**src/rtl/fifo_buffer_ctrl_if.sv**
```systemverilog
// Producer/consumer bundle for fifo_buffer_ctrl.
// The master side (producer/consumer) drives the in_* requests and the
// slave side (the FIFO) drives every out_* status and data signal.
//
// Handshake: a put is accepted on an edge where in_put=1 and the FIFO is
// not full, or is full but a take is accepted on the same edge. A take is
// accepted on an edge where in_take=1 and the FIFO is not empty. The read
// word appears on out_data one cycle later, qualified by a one-cycle
// out_valid pulse. Rejected requests only set the sticky error flags.
interface fifo_buffer_ctrl_if #(
    parameter int DATA_WIDTH = 8,
    parameter int FIFO_ASIZE = 4
);
    logic                  in_flush;
    logic                  in_put;
    logic [DATA_WIDTH-1:0] in_data;
    logic                  in_take;
    logic [DATA_WIDTH-1:0] out_data;
    logic                  out_valid;
    logic                  out_empty;
    logic                  out_full;
    logic                  out_almost_empty;
    logic                  out_almost_full;
    logic [FIFO_ASIZE:0]   out_count;
    logic                  out_overflow;
    logic                  out_underflow;

    modport master (
        output in_flush, in_put, in_data, in_take,
        input  out_data, out_valid, out_empty, out_full,
        input  out_almost_empty, out_almost_full, out_count,
        input  out_overflow, out_underflow
    );

    modport slave (
        input  in_flush, in_put, in_data, in_take,
        output out_data, out_valid, out_empty, out_full,
        output out_almost_empty, out_almost_full, out_count,
        output out_overflow, out_underflow
    );
endinterface

```
**src/rtl/fifo_buffer_ctrl.sv**
```systemverilog
// Synchronous FIFO with its own storage, occupancy count, almost-full /
// almost-empty thresholds, sticky overflow/underflow flags and a
// synchronous flush. Single clock domain, asynchronous active-low reset.
module fifo_buffer_ctrl #(
    parameter int DATA_WIDTH         = 8,
    parameter int FIFO_ASIZE         = 4,
    parameter int ALMOST_FULL_LEVEL  = 12,
    parameter int ALMOST_EMPTY_LEVEL = 2
) (
    input logic               in_clock,
    input logic               in_reset_n,
    fifo_buffer_ctrl_if.slave bus
);
    localparam int DEPTH = 1 << FIFO_ASIZE;
    localparam int PW    = FIFO_ASIZE + 1;

    localparam logic [PW-1:0] DEPTH_COUNT = PW'(DEPTH);
    localparam logic [PW-1:0] AF_LEVEL    = PW'(ALMOST_FULL_LEVEL);
    localparam logic [PW-1:0] AE_LEVEL    = PW'(ALMOST_EMPTY_LEVEL);

    // Storage is deliberately left without reset; only written slots are read.
    logic [DATA_WIDTH-1:0] mem [DEPTH];

    // Pointers carry an extra wrap bit; the low bits address the storage.
    logic [PW-1:0]         wptr_q, rptr_q, count_q;
    logic [PW-1:0]         wptr_d, rptr_d, count_d;
    logic [DATA_WIDTH-1:0] rdata_q;
    logic                  valid_q, valid_d;
    logic                  overflow_q, overflow_d;
    logic                  underflow_q, underflow_d;

    logic                  empty, full;
    logic                  put_ok, take_ok;
    logic                  write_en, read_en;

    // Status flags derive from the registered count only, so they describe
    // the state left by the previous edge.
    always_comb begin
        empty = (count_q == '0);
        full  = (count_q == DEPTH_COUNT);
    end

    // Accept decisions use pre-edge status. A take at full frees a slot for
    // a simultaneous put; a put at empty never feeds a simultaneous take.
    always_comb begin
        put_ok   = bus.in_put & (~full | bus.in_take);
        take_ok  = bus.in_take & ~empty;
        write_en = put_ok & ~bus.in_flush;
        read_en  = take_ok & ~bus.in_flush;
    end

    // Next-state for pointers, count, valid pulse and sticky error flags;
    // flush wins over any concurrent request and suppresses error capture.
    always_comb begin
        wptr_d      = wptr_q;
        rptr_d      = rptr_q;
        count_d     = count_q;
        valid_d     = 1'b0;
        overflow_d  = overflow_q;
        underflow_d = underflow_q;

        if (bus.in_flush) begin
            wptr_d      = '0;
            rptr_d      = '0;
            count_d     = '0;
            overflow_d  = 1'b0;
            underflow_d = 1'b0;
        end else begin
            if (put_ok) begin
                wptr_d = wptr_q + 1'b1;
            end
            if (take_ok) begin
                rptr_d  = rptr_q + 1'b1;
                valid_d = 1'b1;
            end
            case ({put_ok, take_ok})
                2'b10:   count_d = count_q + 1'b1;
                2'b01:   count_d = count_q - 1'b1;
                default: count_d = count_q;
            endcase
            if (bus.in_put && !put_ok) begin
                overflow_d = 1'b1;
            end
            if (bus.in_take && !take_ok) begin
                underflow_d = 1'b1;
            end
        end
    end

    // Control registers; reset can land at any point in a transfer.
    always_ff @(posedge in_clock or negedge in_reset_n) begin
        if (!in_reset_n) begin
            wptr_q      <= '0;
            rptr_q      <= '0;
            count_q     <= '0;
            valid_q     <= 1'b0;
            overflow_q  <= 1'b0;
            underflow_q <= 1'b0;
        end else begin
            wptr_q      <= wptr_d;
            rptr_q      <= rptr_d;
            count_q     <= count_d;
            valid_q     <= valid_d;
            overflow_q  <= overflow_d;
            underflow_q <= underflow_d;
        end
    end

    // Storage write port.
    always_ff @(posedge in_clock) begin
        if (write_en) begin
            mem[wptr_q[FIFO_ASIZE-1:0]] <= bus.in_data;
        end
    end

    // Read data register: loads on an accepted take, otherwise holds
    // (including across a flush).
    always_ff @(posedge in_clock or negedge in_reset_n) begin
        if (!in_reset_n) begin
            rdata_q <= '0;
        end else if (read_en) begin
            rdata_q <= mem[rptr_q[FIFO_ASIZE-1:0]];
        end
    end

    // Drive the bus outputs.
    always_comb begin
        bus.out_data         = rdata_q;
        bus.out_valid        = valid_q;
        bus.out_empty        = empty;
        bus.out_full         = full;
        bus.out_almost_empty = (count_q <= AE_LEVEL);
        bus.out_almost_full  = (count_q >= AF_LEVEL);
        bus.out_count        = count_q;
        bus.out_overflow     = overflow_q;
        bus.out_underflow    = underflow_q;
    end

    // Occupancy must always equal the pointer distance.
    a_count_matches_ptrs : assert property (
        @(posedge in_clock) disable iff (!in_reset_n)
        count_q == PW'(wptr_q - rptr_q)
    );

endmodule

```
**src/flat_wrapper.sv**
```systemverilog
// flat-port wrapper written by rule: the top's interface ports become plain ports
module fifo_buffer_ctrl_flat 
#(
    parameter int DATA_WIDTH         = 8,
    parameter int FIFO_ASIZE         = 4,
    parameter int ALMOST_FULL_LEVEL  = 12,
    parameter int ALMOST_EMPTY_LEVEL = 2
)
  (in_clock, in_reset_n, bus_in_flush, bus_in_put, bus_in_data, bus_in_take, bus_out_data, bus_out_valid, bus_out_empty, bus_out_full, bus_out_almost_empty, bus_out_almost_full, bus_out_count, bus_out_overflow, bus_out_underflow);
  fifo_buffer_ctrl_if #(.DATA_WIDTH(DATA_WIDTH), .FIFO_ASIZE(FIFO_ASIZE)) bus_i ();
  input logic in_clock;
  input logic in_reset_n;
  input wire logic [$bits(bus_i.in_flush)-1:0] bus_in_flush;
  input wire logic [$bits(bus_i.in_put)-1:0] bus_in_put;
  input wire logic [$bits(bus_i.in_data)-1:0] bus_in_data;
  input wire logic [$bits(bus_i.in_take)-1:0] bus_in_take;
  output wire logic [$bits(bus_i.out_data)-1:0] bus_out_data;
  output wire logic [$bits(bus_i.out_valid)-1:0] bus_out_valid;
  output wire logic [$bits(bus_i.out_empty)-1:0] bus_out_empty;
  output wire logic [$bits(bus_i.out_full)-1:0] bus_out_full;
  output wire logic [$bits(bus_i.out_almost_empty)-1:0] bus_out_almost_empty;
  output wire logic [$bits(bus_i.out_almost_full)-1:0] bus_out_almost_full;
  output wire logic [$bits(bus_i.out_count)-1:0] bus_out_count;
  output wire logic [$bits(bus_i.out_overflow)-1:0] bus_out_overflow;
  output wire logic [$bits(bus_i.out_underflow)-1:0] bus_out_underflow;
  assign bus_i.in_flush = bus_in_flush;
  assign bus_i.in_put = bus_in_put;
  assign bus_i.in_data = bus_in_data;
  assign bus_i.in_take = bus_in_take;
  assign bus_out_data = bus_i.out_data;
  assign bus_out_valid = bus_i.out_valid;
  assign bus_out_empty = bus_i.out_empty;
  assign bus_out_full = bus_i.out_full;
  assign bus_out_almost_empty = bus_i.out_almost_empty;
  assign bus_out_almost_full = bus_i.out_almost_full;
  assign bus_out_count = bus_i.out_count;
  assign bus_out_overflow = bus_i.out_overflow;
  assign bus_out_underflow = bus_i.out_underflow;
  fifo_buffer_ctrl #(.DATA_WIDTH(DATA_WIDTH), .FIFO_ASIZE(FIFO_ASIZE), .ALMOST_FULL_LEVEL(ALMOST_FULL_LEVEL), .ALMOST_EMPTY_LEVEL(ALMOST_EMPTY_LEVEL)) u_core (.in_clock(in_clock), .in_reset_n(in_reset_n), .bus(bus_i));
endmodule
```
**config.mk**
```make
export PLATFORM = sky130hd
export DESIGN_NAME = fifo_buffer_ctrl_flat
export DESIGN_NICKNAME = d
export VERILOG_FILES = /design/src/rtl/fifo_buffer_ctrl_if.sv /design/src/rtl/fifo_buffer_ctrl.sv /design/src/flat_wrapper.sv
export SDC_FILE = /design/constraint.sdc
export NUM_CORES = 1
export LEC_CHECK = 0
export ABC_AREA = 1
export CORE_MARGIN = 2
export CORE_UTILIZATION = 55
export DETAILED_ROUTE_END_ITERATION = 16
export HOLD_SLACK_MARGIN = 0.05
export PLACE_DENSITY = 0.79
export SLEW_MARGIN = 20
export SYNTH_ARGS = -nofsm -noshare
export SYNTH_HDL_FRONTEND = slang
export SYNTH_SLANG_ARGS = --single-unit
```
**constraint.sdc**
```tcl
create_clock -name in_clock -period 3.4 [get_ports in_clock]
set_input_delay 0.68 -clock in_clock [delete_from_list [all_inputs] [get_ports in_clock]]
set_output_delay 0.68 -clock in_clock [all_outputs]
set_load 0.1 [all_outputs]
```
==> run_results.csv <==
group,metric,value,unit
placement,post-place-ws,0.4936,ns
critical_path,worstPathArrival,1.90,ns
timing,tightest_slew,0.9682,ns
min_path,worstHoldPathType,"in2async",
timing,min_period_over_period,0.7587,
grt,use_met2,0.4103,
timing,rsz0062_at_grt,"false",
critical_path,crit_chain,"clkdlybuf4s50_1",
logic_synthesis,yosysTopAreaCell,"edfxtp_1",
timing,tns,0,ns
routing,drt-initial-drc-count,482,
floorplanning,start_util,0.5615,
timing,finalMaxSlewViolations,0,
critical_path,cpPeakStageDelay,1.13,ns
placement,placement.io_buffers,32,
critical_path,required,2.72,ns
critical_path,crit_buf_inv,1,
grt,grtUsageMet3,0.05823,
layout,antenna_cells,0,
grt,grt_pass1_vias,4817,
power,power.leakage,3.298,nW
grt,grt.busiest_layer,"met2",
floorplanning,die_w,114.5,um
timing,timing.fmax,0.3877,GHz
floorplanning,ios,33,
placement,dpl_cell_area,7174,um^2
routing,ant_nets,0,
status,run_status,"finished, final reports clean",
layout,finalNetCount,725,
power,ir_worst_vdd,516.4,uV
clocking,post_cts_buffers,0,
routing,via_per_inst,5.644,
logic_synthesis,syn_inst,661,
logic_synthesis,synth_top_cell_area_share,0.5723,
layout,final_cells,863,
logic_synthesis,synth_area,6716,um^2
layout,syn_to_final_growth,15.56,%
timing,slew_headroom,0.3525,
clocking,htree_levels,4,
critical_path,critPathCaptureType,"output port",
grt,grt_pass1_wl,24.71,mm
routing,firstDrtPassIters,5,
grt,met1_usage,0.3326,
critical_path,start_kind,"flop",
floorplanning,die-area,13110,um^2
timing,min_period,2.580,ns
placement,dp_cells,831,
critical_path,path_max_fanout,2,
routing,drcViolationCount,0,
grt,track_usage,0.2538,
critical_path,crit_family,"buffers and inverters",
critical_path,crit_slowest_cell,"clkdlybuf4s50_1",
clocking,hold_buffers,0,
grt,grt_max_degree,67,
clocking,clockBufferDepth,2,
layout,layout-drive-gt1-share,0.1131,
logic_synthesis,synth_area_leaders,"edfxtp_1, nand2_1, dfrtp_1",
logic_synthesis,yosysWarningCount,0,
logic_synthesis,syn-num-nets,683,
grt,overflow,0,
layout,post-route-util,0.6488,
clocking,numCtsBuffers,17,
clocking,insertion_delay,0.42,ns
timing,final-hold-violation-count,0,
clocking,ctsResizeCount,0,
layout,mostFrequentLayoutCells,"nand2_1, edfxtp_1, nand3_1, inv_1, buf_4",
timing,setup_viol,0,
floorplanning,core,11960,um^2
layout,fin_area,7761,um^2
logic_synthesis,postSynthAreaPerCell,10.16,um^2
clocking,clockRootBuffer,"clkbuf_16",
clocking,cts.clk_slew.worst_paths,0.06,ns
placement,place.detailed.hpwl,9.921,mm
timing,worst_clock_skew,0.007346,ns
timing,fin_ws,0.8205,ns
clocking,cts_tree,"yes",
floorplanning,die_y,114.5,um
critical_path,critical_path_class,"reg2out",
layout,final_common_cell,"nand2_1",
floorplanning,row_count,40,
run,cap_violations,0,
power,power_density,773.6,nW/um^2
placement,gp_congestion,0.8587,
routing,via_count,4871,
routing,routed_wl,15.53,mm
logic_synthesis,ys_seq_elements,152,
logic_synthesis,seq_area_frac_synth,0.6617,
clocking,clock-sinks,152,
grt,antenna_found_initial,0,
logic_synthesis,synth_cell_types,28,
routing,wire_per_inst,17.99,um
[state kept, by name (all words and copies together) (netlist names)]
name / cells
u_core.mem: 128
u_core.bus.out_overflow: 1
u_core.bus.out_valid: 1
u_core.bus.out_data: 8
u_core.rptr_q: 4
u_core.bus.out_underflow: 1
u_core.bus.out_count: 5
u_core.wptr_q: 4
[layout make-up]
class | count | area, um^2
timing repair buffer | 50 | 417.9
clock buffer | 20 | 436.7
fill | 866 | 4200
inverter | 61 | 229.0
clock inverter | 12 | 150.1
multi-input combinational | 421 | 1898
tap | 147 | 183.9
sequential | 152 | 4446
[worst paths after layout]
kind                                                startpoint                                  end  slack, ns  cells after the start
setup / recovery            u_core.bus.out_data[1]$_DFFE_PN0P_                      bus_out_data[1]       0.82                      1
hold / removal                                      in_reset_n   u_core.bus.out_data[2]$_DFFE_PN0P_       0.50                      1
setup reg to reg           u_core.bus.out_count[1]$_DFFE_PN0P_  u_core.bus.out_count[3]$_DFFE_PN0P_       1.17                     13
hold reg to reg             u_core.bus.out_data[7]$_DFFE_PN0P_   u_core.bus.out_data[7]$_DFFE_PN0P_       0.50                      2
max in group asynchronous                           in_reset_n         u_core.rptr_q[0]$_DFFE_PN0P_       2.34                      2
min in group in_clock       u_core.bus.out_data[7]$_DFFE_PN0P_   u_core.bus.out_data[7]$_DFFE_PN0P_       0.50                      2
[Yosys cell counts (all sizes together)]
cell type	number
a2111oi	1
nand2	259
fa	1
edfxtp	128
ha	8
a31oi	1
nand3	79
nor2	34
nor3	14
xnor2	2
o21ai	15
clkinv	2
inv	59
clkbuf	3
nand4	2
nand3b	1
a21oi	4
dfrtp	24
buf	24
[metrics by stage]
stage	hold WS, ns	power, mW
after floorplan	0.3844	3.722
after global placement	0.4698	4.109
after detailed placement	0.4822	4.142
after CTS	0.5027	5.993
after global routing	0.5057	6.225
final	0.4985	6.004
[layer usage]
metal / vias to the layer above / part of all wire
met4: 0 / 0.030
met2: 263 / 0.49
met3: 42 / 0.082
li1: 2261 / -
met5: - / 0
met1: 2305 / 0.39
[worst reg2reg max path: stages (launching register included)]
cell and delay (ns):
dfrtp_1 0.49, nor2_2 0.22, nand3_2 0.13, nand2_4 0.12, inv_2 0.07, nand2_4 0.12
inv_1 0.09, ha_1 0.35, a21oi_1 0.16, nand2_1 0.09, xnor2_1 0.15, inv_1 0.05
nand2_1 0.06, nand2_1 0.04
[logic make-up after synthesis]
group                      count (synthesis)  share of synthesized area
DFF                                      152                     0.6617
AOI/OAI and AO/OA                         21                    0.01807
adders and majority gates                  9                    0.01788
and+or+nand+nor                          389                     0.2412
buffers and inverters                     88                    0.05850
xor gates and xnor gates                   2                   0.002609
[where the power goes]
group	switching [mW]	total (mW)	internal (mW)	leakage, nW
Clock	0.720	1.87	1.15	0.281
Sequential	0.0967	2.22	2.12	1.47
Combinational	1.48	1.92	0.436	1.55
No activity file was read; power rests on OpenSTA's default activity.
